### config.mk
export PLATFORM = sky130hd
export DESIGN_NAME = i2c_slave_ctrl
export DESIGN_NICKNAME = d
export VERILOG_FILES = /design/src/rtl/i2c_slave_ctrl.sv
export SDC_FILE = /design/constraint.sdc
export NUM_CORES = 1
export LEC_CHECK = 0
export CORE_MARGIN = 10
export CORE_UTILIZATION = 40
export DETAILED_ROUTE_END_ITERATION = 10
export PLACE_DENSITY = 0.63
export SLEW_MARGIN = 0
export SYNTH_ARGS = -nofsm -noshare
export SYNTH_HDL_FRONTEND = slang
export SYNTH_SLANG_ARGS = --single-unit
### constraint.sdc
create_clock -name pclk -period 2.2 [get_ports pclk]
set_input_delay 0.33 -clock pclk [delete_from_list [all_inputs] [get_ports pclk]]
set_output_delay 0.33 -clock pclk [all_outputs]
set_load 0.02 [all_outputs]
### src/rtl/i2c_slave_ctrl.sv
// Byte-level I2C slave sequencer: START/STOP detection, 7-bit address match,
// write-byte reception, read-byte serving and ACK generation/sampling.
module i2c_slave_ctrl #(
   parameter logic [6:0] SLAVE_ADDR = 7'h40
) (
   input  logic       pclk,
   input  logic       presetn,
   input  logic       scl_in,
   input  logic       sda_in,
   input  logic       tx_edge,
   input  logic       rx_edge,
   input  logic [7:0] tx_data,
   output logic       sda_oe,
   output logic [7:0] rx_data,
   output logic       rx_valid,
   output logic       tx_load,
   output logic       rw,
   output logic       busy
);

   typedef enum logic [3:0] {
      IDLE, ADDR, ACK_ADDR, RX, ACK_RX, TX, MACK, TX_LOAD, WAIT_STOP
   } state_t;

   state_t     state_q, state_d;
   logic [2:0] bit_cnt_q, bit_cnt_d;
   logic [7:0] sr_q, sr_d;
   logic [7:0] rx_data_q, rx_data_d;
   logic       phase_q, phase_d;
   logic       sda_oe_q, sda_oe_d;
   logic       rx_valid_q, rx_valid_d;
   logic       tx_load_q, tx_load_d;
   logic       rw_q, rw_d;
   logic       busy_q, busy_d;
   logic       sda_d_q;

   logic       start_det, stop_det, rx_ev, tx_ev;
   logic [7:0] sr_shift;

   assign start_det = scl_in & sda_d_q & ~sda_in;
   assign stop_det  = scl_in & ~sda_d_q & sda_in;
   assign rx_ev     = rx_edge;
   assign tx_ev     = tx_edge & ~rx_edge;
   assign sr_shift  = {sr_q[6:0], sda_in};

   always_ff @(posedge pclk or negedge presetn) begin
      if (!presetn) begin
         state_q    <= IDLE;
         bit_cnt_q  <= 3'd0;
         sr_q       <= 8'h00;
         rx_data_q  <= 8'h00;
         phase_q    <= 1'b0;
         sda_oe_q   <= 1'b0;
         rx_valid_q <= 1'b0;
         tx_load_q  <= 1'b0;
         rw_q       <= 1'b0;
         busy_q     <= 1'b0;
         sda_d_q    <= 1'b1;
      end else begin
         state_q    <= state_d;
         bit_cnt_q  <= bit_cnt_d;
         sr_q       <= sr_d;
         rx_data_q  <= rx_data_d;
         phase_q    <= phase_d;
         sda_oe_q   <= sda_oe_d;
         rx_valid_q <= rx_valid_d;
         tx_load_q  <= tx_load_d;
         rw_q       <= rw_d;
         busy_q     <= busy_d;
         sda_d_q    <= sda_in;
      end
   end

   // phase_q separates the "drive ACK" edge from the "end of ACK slot" edge
   always_comb begin
      state_d    = state_q;
      bit_cnt_d  = bit_cnt_q;
      sr_d       = sr_q;
      rx_data_d  = rx_data_q;
      phase_d    = phase_q;
      sda_oe_d   = sda_oe_q;
      rx_valid_d = 1'b0;
      tx_load_d  = 1'b0;
      rw_d       = rw_q;
      busy_d     = busy_q;

      if (start_det) begin
         sda_oe_d  = 1'b0;
         bit_cnt_d = 3'd0;
         busy_d    = 1'b0;
         phase_d   = 1'b0;
         state_d   = ADDR;
      end else if (stop_det) begin
         sda_oe_d = 1'b0;
         busy_d   = 1'b0;
         state_d  = IDLE;
      end else begin
         case (state_q)
            IDLE: ;
            ADDR: begin
               if (rx_ev) begin
                  sr_d      = sr_shift;
                  bit_cnt_d = bit_cnt_q + 3'd1;
                  if (bit_cnt_q == 3'd7) begin
                     phase_d = 1'b0;
                     if (sr_shift[7:1] == SLAVE_ADDR) begin
                        rw_d    = sr_shift[0];
                        state_d = ACK_ADDR;
                     end else begin
                        sda_oe_d = 1'b0;
                        state_d  = WAIT_STOP;
                     end
                  end
               end
            end
            ACK_ADDR: begin
               if (tx_ev) begin
                  if (!phase_q) begin
                     sda_oe_d = 1'b1;
                     busy_d   = 1'b1;
                     phase_d  = 1'b1;
                  end else begin
                     phase_d   = 1'b0;
                     bit_cnt_d = 3'd0;
                     if (rw_q) begin
                        sr_d      = tx_data;
                        tx_load_d = 1'b1;
                        sda_oe_d  = ~tx_data[7];
                        state_d   = TX;
                     end else begin
                        sda_oe_d = 1'b0;
                        state_d  = RX;
                     end
                  end
               end
            end
            RX: begin
               if (rx_ev) begin
                  sr_d      = sr_shift;
                  bit_cnt_d = bit_cnt_q + 3'd1;
                  if (bit_cnt_q == 3'd7) begin
                     rx_data_d  = sr_shift;
                     rx_valid_d = 1'b1;
                     phase_d    = 1'b0;
                     state_d    = ACK_RX;
                  end
               end
            end
            ACK_RX: begin
               if (tx_ev) begin
                  if (!phase_q) begin
                     sda_oe_d = 1'b1;
                     phase_d  = 1'b1;
                  end else begin
                     sda_oe_d = 1'b0;
                     phase_d  = 1'b0;
                     state_d  = RX;
                  end
               end
            end
            // bit_cnt counts shifts already made; at 7 bit 0 has been on the bus
            TX: begin
               if (tx_ev) begin
                  if (bit_cnt_q == 3'd7) begin
                     sda_oe_d = 1'b0;
                     state_d  = MACK;
                  end else begin
                     sr_d      = {sr_q[6:0], 1'b0};
                     sda_oe_d  = ~sr_q[6];
                     bit_cnt_d = bit_cnt_q + 3'd1;
                  end
               end
            end
            MACK: begin
               if (rx_ev) begin
                  if (sda_in) begin
                     busy_d  = 1'b0;
                     state_d = WAIT_STOP;
                  end else begin
                     state_d = TX_LOAD;
                  end
               end
            end
            TX_LOAD: begin
               if (tx_ev) begin
                  sr_d      = tx_data;
                  tx_load_d = 1'b1;
                  sda_oe_d  = ~tx_data[7];
                  bit_cnt_d = 3'd0;
                  state_d   = TX;
               end
            end
            WAIT_STOP: sda_oe_d = 1'b0;
            default:   state_d = IDLE;
         endcase
      end
   end

   assign sda_oe   = sda_oe_q;
   assign rx_data  = rx_data_q;
   assign rx_valid = rx_valid_q;
   assign tx_load  = tx_load_q;
   assign rw       = rw_q;
   assign busy     = busy_q;

endmodule

# Word level (Yosys, flattened, before mapping)

Index checks and enable logic that the tools add are counted.

Flip-flop bits (word level): 29
Logic and storage cells: 156

Add/subtract/negate cells: 1
Equal/unequal tests: 42
Muxes and demuxes: 73
Bitwise operators: 12
Reductions and logical operators: 17

Operators by type and width:

| operator           | count |
|---|---|
| $mux 4             | 16 |
| $ne 4x4->1 const B | 15 |
| $mux 7             | 7 |
| $mux 1             | 34 |
| $pmux 4 s8         | 1 |
| $pmux 7 s4         | 1 |
| $mux 3             | 9 |
| $eq 4x3->1 const B | 4 |
| $reduce_and 8->1   | 2 |
| $ne 3x3->1 const B | 5 |
| $reduce_and 5->1   | 3 |
| $ne 2x2->1 const B | 7 |
| $reduce_and 13->1  | 1 |
| $ne 3x1->1 const B | 4 |
| $pmux 3 s4         | 1 |
| $reduce_and 10->1  | 1 |
| $eq 4x2->1 const B | 2 |
| $reduce_bool 4->1  | 2 |
| $reduce_bool 8->1  | 1 |
| $eq 7x7->1 const B | 1 |
| $not 1->1          | 7 |
| $pmux 1 s2         | 3 |
| $pmux 1 s6         | 1 |
| $reduce_and 6->1   | 1 |
| other kinds (10)   | 16 |

# Depth between registers and ports, before layout

Gate-level depths: netlist of the first run.

Depth after elaboration: 7
Depth in mapped cells: 7

# Worst setup path after synthesis of the first run

OpenSTA, ideal clock, no wires.

Path kind: register to register
Start point: register sda_d_q
End point: register rx_data_q[0] (netlist: rx_data[0])
Library setup time: 0.125 ns
Arrival: 1.762 ns
Data required time: 2.075 ns
Path slack: 0.313 ns
Stages on the path, launching flop included: 6
Path buffers: 1
Clock period less this slack: 1.887 ns
Cells stage by stage: dfstp_2 > xor2_1 > and2_1 > buf_6 > nor4b_4 > mux2_2

Cells in the longest elaborated chain, start to end: 5

Ends and longest elaborated chain:

| element                             | RTL line | RTL |
|---|---|---|
| from (decl)                         | 35       | `logic sda_d_q;` |
| from (signal assigned)              | 70       | `sda_d_q <= sda_in;` |
| $not 1->1                           | 41       | `assign stop_det = scl_in & ~sda_d_q & sda_in;` |
| $and 1x1->1 (2 in series)           | 41       |  |
| $not 1->1 (no source line)          | --       |  |
| $reduce_and 5->1 (no source line) * | --       |  |
| to (signal assigned)                | 63       | `rx_data_q <= rx_data_d;` |
| to (decl)                           | 28       | `logic [7:0] rx_data_q, rx_data_d;` |

Every way passes the cells marked *; elsewhere a longest branch is shown, timed or not.
A chain may end at the register's enable or synchronous reset.

# Final worst setup path of the first run

Start point: register state_q[3]
End point: register rx_data_q[6] (netlist: rx_data[6])

Cells in the longest elaborated chain, start to end: 2

Ends and longest elaborated chain:

| element                           | RTL line | RTL |
|---|---|---|
| from (decl)                       | 25       | `state_t state_q, state_d;` |
| from (signal assigned)            | 60       | `state_q <= state_d;` |
| $eq 4x2->1                        | 98       | `case (state_q)` |
| $reduce_and 5->1 (no source line) | --       |  |

Every way passes these cells.

==> results of run 1 <==
## registers in the layout, summed over array words and instances, names as in the netlist
| signal | flops |
|---|---|
| rx_data | 8 |
| sr_q | 7 |
| state_q | 4 |
| bit_cnt_q | 3 |
| busy | 1 |
| phase_q | 1 |
| rw | 1 |
| rx_valid | 1 |
| sda_d_q | 1 |
| sda_oe | 1 |
| tx_load | 1 |
## per-stage QoR
| stage | setup WS [ns] | TNS (ns) |
|---|---|---|
| finish | 0.198 | 0 |
| global route | 0.0632 | 0 |
| CTS | 0.201 | 0 |
| detailed placement | -0.0441 | -0.0452 |
| global placement | 0.00308 | 0 |
| floorplan | 0.313 | 0 |
## worst min-delay path by stage
| stage | startpoint | end | slack, ns | cells past startpoint |
|---|---|---|---|---|
| 2_1_floorplan | presetn | bit_cnt_q[0] | 0.03 | 0 |
| 3_3_place_gp | rx_data[0] | rx_data[0] | 0.49 | 1 |
| 3_5_place_dp | rx_data[3] | rx_data[3] | 0.50 | 1 |
| 4_1_cts | presetn | busy | 0.47 | 2 |
| 5_1_grt | presetn | state_q[0] | 0.48 | 2 |
| 6_report | presetn | busy | 0.45 | 2 |
## where the power goes
group	internal [uW]	leakage [uW]	switching (uW)
Sequential	612	0.000384	93.0
Combinational	196	0.000604	173
Clock	248	0.0000443	195
## metal layers
layer / up-vias / GRT usage, %
met1: 776 / 15.9
li1: 765 / -
met5: - / 0
met4: 0 / 4.99
met2: 43 / 22.6
met3: 10 / 4.04
## cells in the final DEF (no fill, tap or decap), types with 2 or more instances in the layout
cell and count:
sky130_fd_sc_hd__a211o_1 2, sky130_fd_sc_hd__a211oi_1 3, sky130_fd_sc_hd__a21oi_1 11, sky130_fd_sc_hd__a31oi_1 3, sky130_fd_sc_hd__a32o_1 2, sky130_fd_sc_hd__and2_1 4, sky130_fd_sc_hd__buf_4 20, sky130_fd_sc_hd__clkbuf_8 6
sky130_fd_sc_hd__clkdlybuf4s50_1 26, sky130_fd_sc_hd__dfrtp_1 28, sky130_fd_sc_hd__ha_1 3, sky130_fd_sc_hd__inv_1 3, sky130_fd_sc_hd__mux2_2 25, sky130_fd_sc_hd__mux2i_1 5, sky130_fd_sc_hd__nand2_1 15, sky130_fd_sc_hd__nand2b_1 4
sky130_fd_sc_hd__nand3_1 3, sky130_fd_sc_hd__nand3b_1 2, sky130_fd_sc_hd__nand4b_1 2, sky130_fd_sc_hd__nor2_1 12, sky130_fd_sc_hd__nor2b_1 4, sky130_fd_sc_hd__nor3_1 5, sky130_fd_sc_hd__nor3b_1 5, sky130_fd_sc_hd__nor4_1 2
sky130_fd_sc_hd__nor4b_1 2, sky130_fd_sc_hd__o21ai_0 4, sky130_fd_sc_hd__o22ai_1 2, sky130_fd_sc_hd__or3b_2 2, sky130_fd_sc_hd__xor2_1 2
## critical path, cell delays in order, from the launching register on
cell	delay (ns)
sky130_fd_sc_hd__dfrtp_1	0.53
sky130_fd_sc_hd__buf_4	0.24
sky130_fd_sc_hd__nor2_1	0.21
sky130_fd_sc_hd__nand2_1	0.13
sky130_fd_sc_hd__nor4b_4	0.21
sky130_fd_sc_hd__buf_4	0.22
sky130_fd_sc_hd__mux2_2	0.35
## what timing repair did
item / 4_1_cts / 5_1_grt
gates resized for setup: 0 / 1
hold buffers: 0 / 0
endpoints found under the setup margin: 0 / 3
hold endpoints to repair: 0 / 0
## cells by family (layout without fill, tap and decap cells)
family	after synthesis	count (layout)	synth area share [%]
simple gates	68	68	21.4
compound gates	37	37	13.9
xor+xnor	3	3	1.41
fa+ha+maj	3	3	2.01
flops	29	29	38.9
mux	30	30	17.7
buf+inv	14	56	4.62
## area by class of cell
class,count,area [sq um]
fillers,420,2090
well taps,52,65.1
clock buffers,7,86.3
inverters,3,11.3
multi-input cells,141,1060
repair buffers,46,410
flip-flops and latches,29,727
==> out/qor.tcl, run 1 <==
set qor(detailroute.via_count) 1594
set qor(routabilityCongestion) 0.958
set qor(drt_iter0_markers) 117
set qor(num_cts_buffers) 5
set qor(setup.worst_path.end) {rx_data[6]}
set qor(synthesis.nets) 201
set qor(placement.io_buffers) 26
set qor(fin_worst_hold_slack_ns) 0.447
set qor(final-max-slew-violation-count) 0
set qor(synthToLayoutAreaGrowth_pct) 26.1
set qor(timing.max_slew.rel_slack_pct) 71.8
set qor(critPathRequiredTime_ns) 2.36
set qor(fin_area_sq_mm) 0.00236
set qor(dr.max_layer_used) {met4}
set qor(routed_via_density) 5.73
set qor(finish.utilization_pct) 53.0
set qor(critical_path.startpoint_type) {register}
set qor(number_of_instances_in_the_synthesized_netlist) 184
set qor(detailed_place.area_sq_mm) 0.00227
set qor(yosys-top-cells-area) {sky130_fd_sc_hd__dfrtp_1, sky130_fd_sc_hd__mux2_2, sky130_fd_sc_hd__nand2_1}
set qor(cp.arrival_ns) 2.16
set qor(root_buffer_cell) {sky130_fd_sc_hd__clkbuf_8}
set qor(routedWlPerCell_um) 17.8
set qor(cap_viol_max_count) 0
set qor(timing.final.crit_share_pct) 91.0
set qor(yosysWarningCount) 0
set qor(fmax_ghz) 0.500
set qor(antenna_cells) 0
set qor(wl_met1_um) 2180
set qor(die_x_um) 88.3
set qor(first_global_vias) 1639
set qor(rsz0062_at_grt) {false}
set qor(status) {finished, final reports clean}
set qor(totalPowerFinal_uw) 1520
set qor(ant_nets) 0
set qor(synth.yosys.seq_area_share_pct) 38.9
set qor(cts.reportedPaths.clkPinSlew_ns) 0.06
set qor(timing.reg2reg.setup_slack_ns) 0.20
set qor(drt-total-wl_um) 4960
set qor(detailroute.wirelength.met2_um) 2390
set qor(worst_pin_slew_ns) 0.418
set qor(timing_worst_setup_path_type) {register to register}
set qor(min-delay-path-class) {input port to async pin}
set qor(clock_tree_from_tritoncts) {built}
set qor(design.final.nets) 243
set qor(setup_violations) 0
set qor(placed_cells) 271
set qor(ys_types) 48
set qor(synth.most_common_cell) {sky130_fd_sc_hd__dfrtp_1}
set qor(core_sq_mm) 0.00444
set qor(core.rowCount) 24
set qor(clock_sinks) 29
set qor(synth_common_cells) {sky130_fd_sc_hd__dfrtp_1, sky130_fd_sc_hd__mux2_2, sky130_fd_sc_hd__nand2_1, sky130_fd_sc_hd__nor2_1, sky130_fd_sc_hd__a21oi_1}
set qor(clock_path_buffers) 2
set qor(layout_min_cycle_time_ns) 2.00
set qor(synth_top_cell_area_share_pct) 37.5
set qor(count_of_endpoints_failing_hold_in_the_final_timing_report) 0
set qor(grt_usage_pct) 13.5
set qor(synth_top_flop_cell) {sky130_fd_sc_hd__dfrtp_1}
set qor(power-per-cell-area_mw_per_mm2) 644
set qor(register_to_register_path_depth) 6
set qor(dp_hpwl_um) 3780
set qor(grt_pass1_wl_um) 8280
set qor(synth.ff_latch_count) 29
set qor(ctsHtreeMaxLevel) 2
set qor(route.met3.wl_um) 304
set qor(drive_gt1_share_pct) 26.1
set qor(number_of_antenna_violations_at_the_first_check_in_global_routing) 0
set qor(yosysTopAreaCell) {sky130_fd_sc_hd__dfrtp_1}
set qor(die_height_um) 88.3
set qor(grt_max_degree) 30
set qor(critical_path.startpoint) {state_q[3]}
set qor(peakVddDrop_v) 0.000388
set qor(floorplan.initialDensity_pct) 42.0
set qor(cp_max_fo) 13
set qor(synthesis.area_sq_mm) 0.00187
set qor(async_flop_share_pct) 100
set qor(post_synth_edffs) 0
set qor(cellLeakagePower_uw) 0.00103
set qor(post_layout_nonfiller_instances) 278
set qor(clk_latency_ns) 0.28
set qor(r2r_start) {state_q[3]}
set qor(fin_skew_ns) 0.00424
set qor(die-area_sq_mm) 0.00780
set qor(syn_avg_cell_area_sq_um) 10.2
set qor(total_overflow_reported_by_the_global_router) 0
set qor(detail_route.drc_violations) 0
set qor(drt_pre_antenna_iters) 4
set qor(setup.worst_path.end_class) {register}
set qor(cts_setup_buffers) 0
set qor(rr_endpoint) {rx_data[6]}
set qor(design.portCount) 27
(Power assumes the default switching activity.)
==> run 2, diff against run 1 <==
Settings changed: CTS_BUF_LIST from default to sky130_fd_sc_hd__clkbuf_4.
Clock period 2.2 ns to 2.5 ns, I/O delays scaled along.
==> out/qor.tcl, run 2 (synthesis gave the netlist of run 1 again) <==
set qor(status) {finished, final reports clean}
set qor(detailroute.via_count) 1583 ;# -0.69%
set qor(drt-total-wl_um) 4740 ;# -4.3%
set qor(groute.layer.met1.usage_pct) 16.5 ;# +0.64 points
set qor(die-area_sq_mm) 0.00780 ;# unchanged
set qor(ctsHtreeMaxLevel) 2 ;# unchanged
set qor(count_of_endpoints_failing_hold_in_the_final_timing_report) 0 ;# unchanged
set qor(die_x_um) 88.3 ;# unchanged
set qor(design.final.nets) 235 ;# -3.3%
set qor(antenna_cells) 0 ;# unchanged
set qor(clock_tree_from_tritoncts) {built}
set qor(slowest_stage) {sky130_fd_sc_hd__dfrtp_1}
set qor(timing.critical_path.cells) {buf_4 -> nand2b_1 -> nor3_1 -> nand3_1 -> nor3_1 -> mux2_2}
set qor(fin_worst_hold_slack_ns) 0.419 ;# -0.0280 ns
set qor(cpLargestDelayFamily) {simple AND/OR/NAND/NOR gates}
set qor(totalPowerFinal_uw) 1310 ;# -14%
set qor(routed_via_density) 5.84 ;# +1.9%
set qor(dp_hpwl_um) 3640 ;# -3.7%
set qor(pre_cts_ws_ns) 0.142 ;# +0.186 ns
set qor(grt_usage_pct) 13.3 ;# -0.20 points
set qor(drt_iter0_markers) 166 ;# +42%
set qor(grt.met2_usage_pct) 21.7 ;# -0.87 points
set qor(floorplan.initialDensity_pct) 42.0 ;# unchanged
set qor(first_global_vias) 1622 ;# -1.0%
set qor(clock_path_buffers) 2 ;# unchanged
set qor(cts.reportedPaths.clkPinSlew_ns) 0.10 ;# +0.04 ns
set qor(critical_path.startpoint_type) {register}
set qor(critPathRequiredTime_ns) 2.72 ;# +0.36 ns
set qor(switching_share_pct) 30.6 ;# +0.17 points
set qor(routedWlPerCell_um) 17.5 ;# -1.8%
set qor(power_switching_uw) 399 ;# -13%
set qor(cts_hold_repair.buffers) 0 ;# unchanged
set qor(fin_setup_tns_ns) 0 ;# unchanged
set qor(routabilityCongestion) 0.926 ;# -3.4%
set qor(core.rowCount) 24 ;# unchanged
set qor(detail_route.drc_violations) 0 ;# unchanged
set qor(ant_nets) 0 ;# unchanged
set qor(cap_viol_max_count) 0 ;# unchanged
set qor(peakVddDrop_v) 0.000333 ;# -14%
set qor(worst_pin_slew_ns) 0.536 ;# +0.118 ns
set qor(power-per-cell-area_mw_per_mm2) 571 ;# -11%
set qor(commonest_cells_after_routing_fill_and_taps_aside) {sky130_fd_sc_hd__dfrtp_1, sky130_fd_sc_hd__clkdlybuf4s50_1, sky130_fd_sc_hd__mux2_2, sky130_fd_sc_hd__nand2_1}
set qor(drt_pre_antenna_iters) 4 ;# unchanged
set qor(root_buffer_cell) {sky130_fd_sc_hd__clkbuf_4}
set qor(clk_latency_ns) 0.33 ;# +0.05 ns
set qor(critical_path.n_buffers_inverters) 1 ;# -1
set qor(timing.final.crit_share_pct) 86.8 ;# -4.2 points
set qor(setup_violations) 0 ;# unchanged
set qor(grt_max_degree) 30 ;# unchanged
set qor(total_overflow_reported_by_the_global_router) 0 ;# unchanged
set qor(number_of_antenna_violations_at_the_first_check_in_global_routing) 0 ;# unchanged
set qor(drive_gt1_share_pct) 23.7 ;# -2.4 points
set qor(fmax_ghz) 0.461 ;# -7.8%
set qor(setup.worst_path.end_class) {register}
set qor(internal_power_uw) 906 ;# -14%
set qor(min-delay-path-class) {input port to async pin}
set qor(num_cts_buffers) 5 ;# unchanged
set qor(timing_worst_setup_path_type) {register to register}
set qor(max_ffs_per_register) 8 ;# unchanged
set qor(fin_skew_ns) 0.00706 ;# +0.00282 ns
set qor(final-max-slew-violation-count) 0 ;# unchanged
set qor(grt-busiest-layer) {met2}
set qor(rsz0062_at_grt) {false}
set qor(pwr-share-seq_pct) 47.3 ;# +0.8 points
set qor(layout_min_cycle_time_ns) 2.17 ;# +0.169 ns
set qor(grt_pass1_wl_um) 8220 ;# -0.68%
set qor(cp_max_fo) 12 ;# -1
set qor(die_height_um) 88.3 ;# unchanged
set qor(design.portCount) 27 ;# unchanged
set qor(worst_slack_ns) 0.329 ;# +0.131 ns
set qor(p_comb_share_pct) 23.4 ;# -0.9 points
set qor(commonest_non_fill_non_tap_cell_in_the_layout) {sky130_fd_sc_hd__dfrtp_1}
set qor(cp.arrival_ns) 2.39 ;# +0.23 ns
set qor(cts_setup_buffers) 0 ;# unchanged
set qor(timing.max_slew.rel_slack_pct) 63.7 ;# -8.0 points
set qor(globalRouteMet3Util_pct) 3.95 ;# -0.092 points
set qor(synthToLayoutAreaGrowth_pct) 22.4
set qor(timing.critical_path.slowest_cell_delay_ns) 0.46 ;# -0.07 ns
set qor(placement.io_buffers) 26 ;# unchanged
set qor(power.clock.fraction_pct) 29.3 ;# about the same
set qor(clock_sinks) 29 ;# unchanged
set qor(critical-path-top-cell-by-count) {sky130_fd_sc_hd__nor3_1}
set qor(post_cts_resized) 0 ;# unchanged
set qor(cellLeakagePower_uw) 0.000988 ;# -4.3%
set qor(core_sq_mm) 0.00444 ;# unchanged
[run 2: changes by cell type in the layout (fill, tap and decap cells not counted)]
| cell | previous run | this run |
|---|---|---|
| sky130_fd_sc_hd__bufinv_16 | 0 | 1 |
| sky130_fd_sc_hd__buf_4 | 20 | 12 |
| sky130_fd_sc_hd__a2111oi_0 | 1 | 2 |
| sky130_fd_sc_hd__clkinvlp_4 | 0 | 1 |
| sky130_fd_sc_hd__clkinv_1 | 0 | 1 |
| sky130_fd_sc_hd__clkbuf_8 | 6 | 0 |
| sky130_fd_sc_hd__a2111oi_1 | 1 | 0 |
| sky130_fd_sc_hd__clkbuf_4 | 0 | 5 |
| sky130_fd_sc_hd__clkbuf_1 | 1 | 0 |
[run 2: per-layer routing]
metal	routed length, um	vias up	part of all wire (%)
li1	-	753	-
met1	2160	776	46
met2	2300	52	48
met3	273	2	5.8
met4	14	0	0.30
met5	0	-	0
[run 2: path summary, 6_finish.rpt]
check | start | end | slack (ns) | cells after the start
min | presetn | sda_oe | 0.42 | 2
min in group pclk | rx_data[0] | rx_data[0] | 0.52 | 1
max in group asynchronous | presetn | sda_d_q | 1.77 | 2
min reg2reg | rx_data[0] | rx_data[0] | 0.52 | 1
max | state_q[1] | rw | 0.33 | 6
max reg2reg | state_q[1] | rw | 0.33 | 6
[run 2: power by group through the flow]
| stage | Combinational (uW) | Sequential (uW) | Clock, uW |
|---|---|---|---|
| 2_1_floorplan | 231 | 593 | 0 |
| 3_3_place_gp | 297 | 620 | 0 |
| 3_5_place_dp | 305 | 629 | 0 |
| 4_1_cts | 307 | 619 | 396 |
| 5_1_grt | 341 | 629 | 423 |
| 6_report | 305 | 618 | 382 |
[run 2: layout make-up]
type | instances | area [sq um]
Timing Repair Buffer | 38 | 350
Clock inverter | 3 | 41.3
Sequential cell | 29 | 727
Tap cell | 52 | 65.1
Clock buffer | 5 | 37.5
Fill cell | 431 | 2160
Inverter | 3 | 11.3
Multi-Input combinational cell | 141 | 1050
[run 2: through the flow]
stage	area, sq um	cells	utilization (%)
after floorplan	1870	184	-
after global placement	2210	263	49.7
after detailed placement	2210	263	49.7
after CTS	2290	271	51.5
after global routing	2290	271	51.5
final	2290	271	51.5
[run 2: worst reg2reg max path, stage by stage, from the launching register on]
cell and delay [ns]:
sky130_fd_sc_hd__dfrtp_1 0.46, sky130_fd_sc_hd__buf_4 0.21, sky130_fd_sc_hd__nand2b_1 0.18, sky130_fd_sc_hd__nor3_1 0.34, sky130_fd_sc_hd__nand3_1 0.26, sky130_fd_sc_hd__nor3_1 0.26, sky130_fd_sc_hd__mux2_2 0.36
